===== config.mk =====
export PLATFORM = sky130hd
export DESIGN_NAME = div_seq_restoring_flat
export DESIGN_NICKNAME = d
export VERILOG_FILES = /design/src/rtl/div_pkg.sv /design/src/rtl/div_seq_restoring_if.sv /design/src/rtl/div_step.sv /design/src/rtl/div_seq_restoring.sv /design/src/flat_wrapper.sv
export SDC_FILE = /design/constraint.sdc
export NUM_CORES = 1
export LEC_CHECK = 0
export ABC_AREA = 1
export BUFFER_PORTS_ARGS = -buffer_cell sky130_fd_sc_hd__buf_2
export CELL_PAD_IN_SITES_DETAIL_PLACEMENT = 2
export CELL_PAD_IN_SITES_GLOBAL_PLACEMENT = 2
export CORE_MARGIN = 1.5
export CORE_UTILIZATION = 33
export DETAILED_ROUTE_END_ITERATION = 8
export PLACE_DENSITY_LB_ADDON = 0.1
export SKIP_LAST_GASP = 1
export SYNTH_ARGS = -nofsm -noshare
export SYNTH_HDL_FRONTEND = slang
export SYNTH_SLANG_ARGS = --single-unit

===== constraint.sdc =====
create_clock -name clk -period 2 [get_ports clk]
set_clock_uncertainty 0.05 [all_clocks]
set_input_delay 0 -clock clk [delete_from_list [all_inputs] [get_ports clk]]
set_output_delay 0 -clock clk [all_outputs]
set_load 0.01 [all_outputs]

===== src/rtl/div_pkg.sv =====
// Shared types and sizing helpers for the sequential restoring divider.
package div_pkg;

   typedef enum logic [1:0] {
      IDLE = 2'd0,
      RUN  = 2'd1,
      DONE = 2'd2
   } state_t;

   localparam int N_DEFAULT     = 4;
   localparam int CNT_W_DEFAULT = $clog2(2 * N_DEFAULT + 1);

   // Counter must hold the value 2N, hence 2N+1 distinct codes.
   function automatic int cnt_width(input int n);
      return $clog2(2 * n + 1);
   endfunction

endpackage


===== src/rtl/div_seq_restoring_if.sv =====
// Request/result bundle between a divider client and div_seq_restoring.
interface div_seq_restoring_if
   import div_pkg::*;
#(
   parameter int N = N_DEFAULT
);
   logic             start;
   logic [2*N-1:0]   dividend;
   logic [N-1:0]     divisor;
   logic             busy;
   logic             done;
   logic             div_by_zero;
   logic [2*N-1:0]   quotient;
   logic [N-1:0]     remainder;

   modport master (
      output start, dividend, divisor,
      input  busy, done, div_by_zero, quotient, remainder
   );

   modport slave (
      input  start, dividend, divisor,
      output busy, done, div_by_zero, quotient, remainder
   );
endinterface


===== src/rtl/div_step.sv =====
// One restoring-division step: shift in a dividend bit, subtract if it fits.
module div_step #(
   parameter int N = 4
) (
   input  logic [N-1:0] pr_in,
   input  logic         bit_in,
   input  logic [N-1:0] divisor,
   output logic [N-1:0] pr_out,
   output logic         q_bit
);
   logic [N:0] shifted;

   // pr_in < divisor always holds, so the N+1-bit trial value minus the
   // divisor (or the value itself when it does not fit) always fits N bits.
   assign shifted = {pr_in, bit_in};
   assign q_bit   = (shifted >= {1'b0, divisor});
   assign pr_out  = q_bit ? N'(shifted - {1'b0, divisor}) : shifted[N-1:0];
endmodule


===== src/rtl/div_seq_restoring.sv =====
// Sequential restoring divider: 2N-bit dividend / N-bit divisor, one quotient bit per clock.
//   state | meaning
//   IDLE  | waiting for start
//   RUN   | iterating, one quotient bit per edge
//   DONE  | single cycle, results valid and done pulsed
module div_seq_restoring
   import div_pkg::*;
#(
   parameter int N = N_DEFAULT
) (
   input  logic              clk,
   input  logic              rst_n,
   div_seq_restoring_if.slave bus
);
   localparam int            CW       = cnt_width(N);
   localparam logic [CW-1:0] CNT_INIT = CW'(2 * N);

   state_t          state, state_nxt;
   logic [2*N-1:0]  dq;
   logic [N-1:0]    pr;
   logic [N-1:0]    dvs;
   logic [CW-1:0]   cnt;
   logic [2*N-1:0]  quo;
   logic [N-1:0]    rem;
   logic            dbz;

   logic            accept;
   logic            zero_dvs;
   logic            last;
   logic [N-1:0]    pr_nxt;
   logic            q_bit;
   logic [2*N-1:0]  dq_nxt;

   assign accept   = bus.start && (state == IDLE || state == DONE);
   assign zero_dvs = (bus.divisor == '0);
   assign last     = (cnt == CW'(1));
   assign dq_nxt   = {dq[2*N-2:0], q_bit};

   div_step #(.N(N)) u_step (
      .pr_in   (pr),
      .bit_in  (dq[2*N-1]),
      .divisor (dvs),
      .pr_out  (pr_nxt),
      .q_bit   (q_bit)
   );

   always_ff @(posedge clk or negedge rst_n) begin
      if (!rst_n) state <= IDLE;
      else        state <= state_nxt;
   end

   always_comb begin
      state_nxt = state;
      case (state)
         IDLE:    if (accept) state_nxt = zero_dvs ? DONE : RUN;
         RUN:     if (last)   state_nxt = DONE;
         DONE:    state_nxt = accept ? (zero_dvs ? DONE : RUN) : IDLE;
         default: state_nxt = IDLE;
      endcase
   end

   always_ff @(posedge clk or negedge rst_n) begin
      if (!rst_n) begin
         dq  <= '0;
         pr  <= '0;
         dvs <= '0;
         cnt <= '0;
         quo <= '0;
         rem <= '0;
         dbz <= 1'b0;
      end else if (accept) begin
         dq  <= bus.dividend;
         dvs <= bus.divisor;
         pr  <= '0;
         cnt <= CNT_INIT;
         dbz <= 1'b0;
         if (zero_dvs) begin
            quo <= '1;
            rem <= bus.dividend[N-1:0];
            dbz <= 1'b1;
         end
      end else if (state == RUN) begin
         dq  <= dq_nxt;
         pr  <= pr_nxt;
         cnt <= cnt - CW'(1);
         if (last) begin
            quo <= dq_nxt;
            rem <= pr_nxt;
         end
      end
   end

   assign bus.busy        = (state == RUN);
   assign bus.done        = (state == DONE);
   assign bus.div_by_zero = dbz;
   assign bus.quotient    = quo;
   assign bus.remainder   = rem;
endmodule


===== src/flat_wrapper.sv =====
// flat-port wrapper written by rule: the top's interface ports become plain ports
module div_seq_restoring_flat import div_pkg::*;
#(
   parameter int N = N_DEFAULT
)
  (clk, rst_n, bus_start, bus_dividend, bus_divisor, bus_busy, bus_done, bus_div_by_zero, bus_quotient, bus_remainder);
  div_seq_restoring_if #(.N(N)) bus_i ();
  input  logic clk;
  input  logic rst_n;
  input wire logic [$bits(bus_i.start)-1:0] bus_start;
  input wire logic [$bits(bus_i.dividend)-1:0] bus_dividend;
  input wire logic [$bits(bus_i.divisor)-1:0] bus_divisor;
  output wire logic [$bits(bus_i.busy)-1:0] bus_busy;
  output wire logic [$bits(bus_i.done)-1:0] bus_done;
  output wire logic [$bits(bus_i.div_by_zero)-1:0] bus_div_by_zero;
  output wire logic [$bits(bus_i.quotient)-1:0] bus_quotient;
  output wire logic [$bits(bus_i.remainder)-1:0] bus_remainder;
  assign bus_i.start = bus_start;
  assign bus_i.dividend = bus_dividend;
  assign bus_i.divisor = bus_divisor;
  assign bus_busy = bus_i.busy;
  assign bus_done = bus_i.done;
  assign bus_div_by_zero = bus_i.div_by_zero;
  assign bus_quotient = bus_i.quotient;
  assign bus_remainder = bus_i.remainder;
  div_seq_restoring #(.N(N)) u_core (.clk(clk), .rst_n(rst_n), .bus(bus_i));
endmodule

Yosys cells after proc, flatten, opt, wreduce, memory -nomap -nowiden --
Cells that the tools add are included.
Word-level totals: register bits 35, input bits 15
Cells by class: reduce and logical (&&, ||, !) cells 8, muxes and demuxes 21, add/subtract/negate cells 2, $lt $le $gt $ge 1, eq/ne operators 6
Operators by type and width (number):
- 2-to-1 mux 8 bit | 6
- 2-to-1 mux 4 bit | 9
- 2-to-1 mux 2 bit | 4
- one-hot mux 2 bit (3 select lines) | 1
- >= comparator 5 x 4 -> 1 bit | 1
- equality test 4 x 1 -> 1 bit (second input constant) | 1
- zero test 4 bit | 1
- != test 2 x 1 -> 1 bit (second input constant) | 2
- nonzero test 2 bit | 2
- subtractor 4 x 1 -> 4 bit (second input constant) | 1
- subtractor 4 bit | 1
- AND reduction 3 bit | 1
- equality test 2 x 1 -> 1 bit (second input constant) | 1
- equality test 2 bit (second input constant) | 1
- zero test 2 bit | 1
- != test 2 bit (second input constant) | 1
- AND reduction 2 bit | 1
- logical AND 1 bit | 1
- logical OR 1 bit | 1
- 2-to-1 mux 1 bit | 1

Longest topological paths before layout --
depth in word-level cells 5, gate-level depth with buffers 12, mapped depth without buffers 12

Cells and area by module --
From an unflattened synthesis, not the netlist that was laid out.
Unflattened totals: cells, all modules 220, area, all modules 1811.7 µm²
By module, submodules not included:
- div_seq_restoring | area an instance 1557.7 µm², times used 1, cells an instance 181
- div_step | area an instance 254.0 µm², times used 1, cells an instance 39

Worst setup path after synthesis --
No wires, ideal clock.
kind flip-flop to flip-flop, from register u_core.pr[1], to register u_core.rem[1], in the netlist u_core.bus.remainder[1], setup time 0.113 ns, buffers on the path 0, arrival time 1.393 ns, required time 1.837 ns, slack 0.444 ns, cell stages (with the launch flop) 10, clock period less this slack 1.556 ns, cell sequence dfrtp_1 ha_1 a21oi_2 nand2_1 nand2_2 nand2_1 nand3_1 nand3_1 nand2_1 inv_1
Between the ends: longest elaborated chain between the ends 5
Ends and longest elaborated chain:
- start: declaration | RTL line div_seq_restoring.sv:20 | logic [N-1:0] pr;
- start signal: assignment | RTL line div_seq_restoring.sv:84 | pr <= pr_nxt;
- >= comparator 5 x 4 -> 1 bit | RTL line div_step.sv:16 | assign q_bit = (shifted >= {1'b0, divisor});
- 2-to-1 mux 4 bit | RTL line div_step.sv:17 | assign pr_out = q_bit ? N'(shifted - {1'b0, divisor}) : shifted[N-1:0];
- 2-to-1 mux 4 bit | RTL line div_seq_restoring.sv:86 | if (last) begin
- 2-to-1 mux 4 bit | RTL line div_seq_restoring.sv:82 | end else if (state == RUN) begin
- 2-to-1 mux 4 bit | RTL line div_seq_restoring.sv:71 | end else if (accept) begin
- end signal: assignment | RTL line div_seq_restoring.sv:79 | rem <= bus.dividend[N-1:0];
- end signal: assignment | RTL line div_seq_restoring.sv:88 | rem <= pr_nxt;
- end: declaration | RTL line div_seq_restoring.sv:24 | logic [N-1:0] rem;
No other way between the ends. The select of a mux whose other input is x is not followed. A chain may end at the register's enable or synchronous reset.

Worst setup path after layout --
from register u_core.pr[1], to register u_core.pr[0]
Between the ends: longest elaborated chain between the ends 4
Ends and longest elaborated chain (RTL line):
- >= comparator 5 x 4 -> 1 bit | div_step.sv:16
- 2-to-1 mux 4 bit | div_step.sv:17
- 2-to-1 mux 4 bit | div_seq_restoring.sv:82
- 2-to-1 mux 4 bit | div_seq_restoring.sv:71
No other way between the ends. The select of a mux whose other input is x is not followed.

==> metrics.md <==
| Metric | Value |
|---|---|
| Sw Ratio | `0.4459` |
| Multi-input logic area | `768.2 um2` |
| Post-route minimum period | `1.755 ns` |
| Htree depth | `2` |
| First-pass GRT wire length | `8714 um` |
| Drt via density | `4.775` |
| Gpl congestion | `0.7552` |
| Actual slew at the worst max-slew pin | `0.8317 ns` |
| Tot Pwr | `3.818 mW` |
| Ant diodes | `0` |
| Drt pass-1 iters | `4` |
| Wire per inst | `15.06 um` |
| Crit path from | `u_core.pr[1]` |
| Dpl cells | `311` |
| Initial Util | `0.3478` |
| Iter 0 DRT Violations | `41` |
| Sw Pwr | `1.703 mW` |
| Number of enable flip-flop cells after synthesis | `0` |
| Fill cell count | `611` |
| Commonest cells in the netlist | `nand2_1 (47), dfrtp_1 (35), inv_1 (27), nor2_1 (25), o21ai_0 (11)` |
| Post-Syn Area | `1810 um2` |
| Antenna-violating nets left | `0` |
| Max Cap Viol | `0` |
| Hold slack | `0.007118 ns` |
| Sequential area share after synthesis | `0.4838` |
| Non-filler cells, final | `329` |
| RSZ-0062 raised after global routing | `false` |
| Root Driver | `clkbuf_8` |
| Nets | `280` |
| #FFs+latches synth | `35` |
| Die area | `5940 um2` |
| Async SR Flop Fraction | `1.000` |
| Period utilisation layout | `0.8774` |
| Worst setup SP type | `flip-flop` |
| Initial antenna violation count | `0` |
| Cells after Synth | `213` |
| Post-place instance area | `2032 um2` |
| CTS tree | `yes` |
| Maximum number of pins on one net before global-route repair | `36` |
| Die width | `77.07 um` |
| Syn nets | `235` |
| Post-Route WL | `4955 um` |
| Pins Over Slew Limit | `0` |
| Proportion of layout cells with a drive suffix above 1 | `0.2510` |
| Via count | `1571` |
| Top cells by area, synth | `dfrtp_1 (48%), nand2_1 (9.7%), inv_1 (5.6%), nor2_1 (5.2%), ha_1 (4.1%)` |
| Worst path required time | `2.13 ns` |
| Nature of the critical path endpoint | `flip-flop` |
| GR Util All Layers | `0.1894` |
| Pleak | `1.153 nW` |
| # setup viols final | `0` |
| CP Data Arrival Time | `1.89 ns` |
| Later-pin clock latency in the skew report | `0.29 ns` |
| Setup tns final | `0 ns` |
| Setup Fix Bufs, Post-CTS | `0` |
| Most common cell in the netlist | `nand2_1` |
| Longest Clk Path Bufs | `2` |
| Clk sinks | `35` |
| Max VDD drop | `611.1 uV` |
| Hold path start | `bus_dividend[1]` |
| Netlist cell types | `29` |
| Row cnt | `26` |
| Final Instance Area | `2235 um2` |
| Number of buffers created by CTS | `5` |
| Drc violations | `0` |
| Core area | `5205 um2` |
| Pint | `2.116 mW` |
| Setup CP Type | `reg2reg` |
| Yosys warnings | `0` |
| Most used DFF post-synth | `dfrtp_1` |
| Critical-path maximum fanout | `6` |
| DPL Wire Length | `3582 um` |
| Boundary pin count | `30` |
| Hold Crit Class | `in2reg` |
| Grt ovf | `0` |
| Slew headroom | `0.4455` |
| Fraction of power consumed by combinational cells | `0.522` |
| Area leader, netlist | `dfrtp_1` |
| Clock-pin slew on the worst setup and hold paths | `0.07 ns` |
| Peak Freq | `569.9 MHz` |
| Fin. Hold Viols | `0` |
| Sequential share of power | `0.328` |
| Avg Cell Area, Syn | `8.500 um2` |
| Area share of the largest cell type after synthesis | `0.4838` |
| Die H | `77.07 um` |
| Buffers added on ports | `29` |
| Clock group share of total power | `0.151` |
| Power per cell area | `1709 nW/um2` |
| Status | `completed` |
| Vias in the first global route | `1781` |
| Area grow syn2layout | `23.43%` |
| RR Startpoint | `u_core.pr[1]` |
| FF+latch area | `875.8 um2` |
[cells by family after synthesis]
group,after synthesis,share of synthesized area
compound gates,29,0.1050
xor+xnor,1,0.004838
fa+ha+maj,7,0.05252
buf+inv,38,0.09330
flops,35,0.4838
simple gates,103,0.2605
[critical path: stages (launching register included)]
cell	delay [ns]
dfrtp_1	0.41
ha_1	0.35
nand2_1	0.11
inv_1	0.04
nand2_1	0.08
nand2_1	0.06
nand2_2	0.11
nand2_2	0.12
nand3_1	0.12
nand2_1	0.06
nand2_1	0.07
nand2_1	0.06
[repair_timing]
action                     CTS  global route
setup endpoints to repair    0             2
hold buffers                10             0
hold endpoints to repair    45             0
gates resized for setup      0             1
[per-layer routing]
layer / part of all wire / GRT usage / up-vias / routed length [um]
met5: 0 / 0 / - / 0
met4: 0.011 / 0.04909 / 0 / 55
met3: 0.026 / 0.03929 / 6 / 129
met2: 0.53 / 0.3469 / 18 / 2621
met1: 0.43 / 0.2238 / 780 / 2149
li1: - / - / 767 / -
[layout make-up]
class,count,area share
inverter,32,0.05375
multi-input combinational,140,0.3438
tap,70,0.03919
sequential,35,0.3919
clock buffer,8,0.04479
timing repair buffer,44,0.1265
[flip-flops by register name, summed over array words and instances, names as in the netlist]
| name | cells |
|---|---|
| u_core.bus.quotient | 8 |
| u_core.state | 2 |
| u_core.bus.remainder | 4 |
| u_core.dq | 8 |
| u_core.pr | 4 |
| u_core.bus.div_by_zero | 1 |
| u_core.cnt | 4 |
| u_core.dvs | 4 |
[worst paths after layout]
path                                     endpoint  slack, ns  cells after the start
min in group asynchronous           u_core.dvs[1]       0.30                      2
min                                  u_core.dq[1]      0.007                      3
min reg2reg                u_core.bus.div_by_zero       0.44                      2
max reg2reg                          u_core.pr[0]       0.25                     11
max                                  u_core.pr[0]       0.25                     11
max in group asynchronous            u_core.dq[2]       1.07                      2
[power groups by stage]
stage | combinational (mW) | sequential [mW] | clock (mW)
after floorplan | 1.35 | 1.28 | 0
after global placement | 1.92 | 1.25 | 0
after detailed placement | 1.99 | 1.27 | 0
after CTS | 2.04 | 1.26 | 0.602
after global routing | 2.30 | 1.30 | 0.624
final | 1.99 | 1.25 | 0.575
[cells in the final DEF, fill, tap and decap left out, types with 2 or more instances in the layout]
master and n:
o21ai_1 5, buf_4 5, dlygate4sd3_1 10, nand3_1 10, inv_2 5, o22ai_1 2, nand4_1 5, nand2_1 46
clkbuf_8 7, ha_1 6, dfrtp_1 35, nand2_4 2, inv_1 27, o221ai_1 2, a31oi_1 3, o21ai_0 11
a21oi_1 2, nand2_2 3, or2_2 7, o221ai_2 2, nor2_1 25, buf_2 29
[through the flow]
step | util | setup slack [ns]
floorplan | - | 0.4444
global placement | 0.3904 | 0.2348
detailed placement | 0.3904 | 0.1845
CTS | 0.4288 | 0.1380
global route | 0.4293 | 0.02429
finish | 0.4293 | 0.2452
No activity file was read; power rests on OpenSTA's default activity.
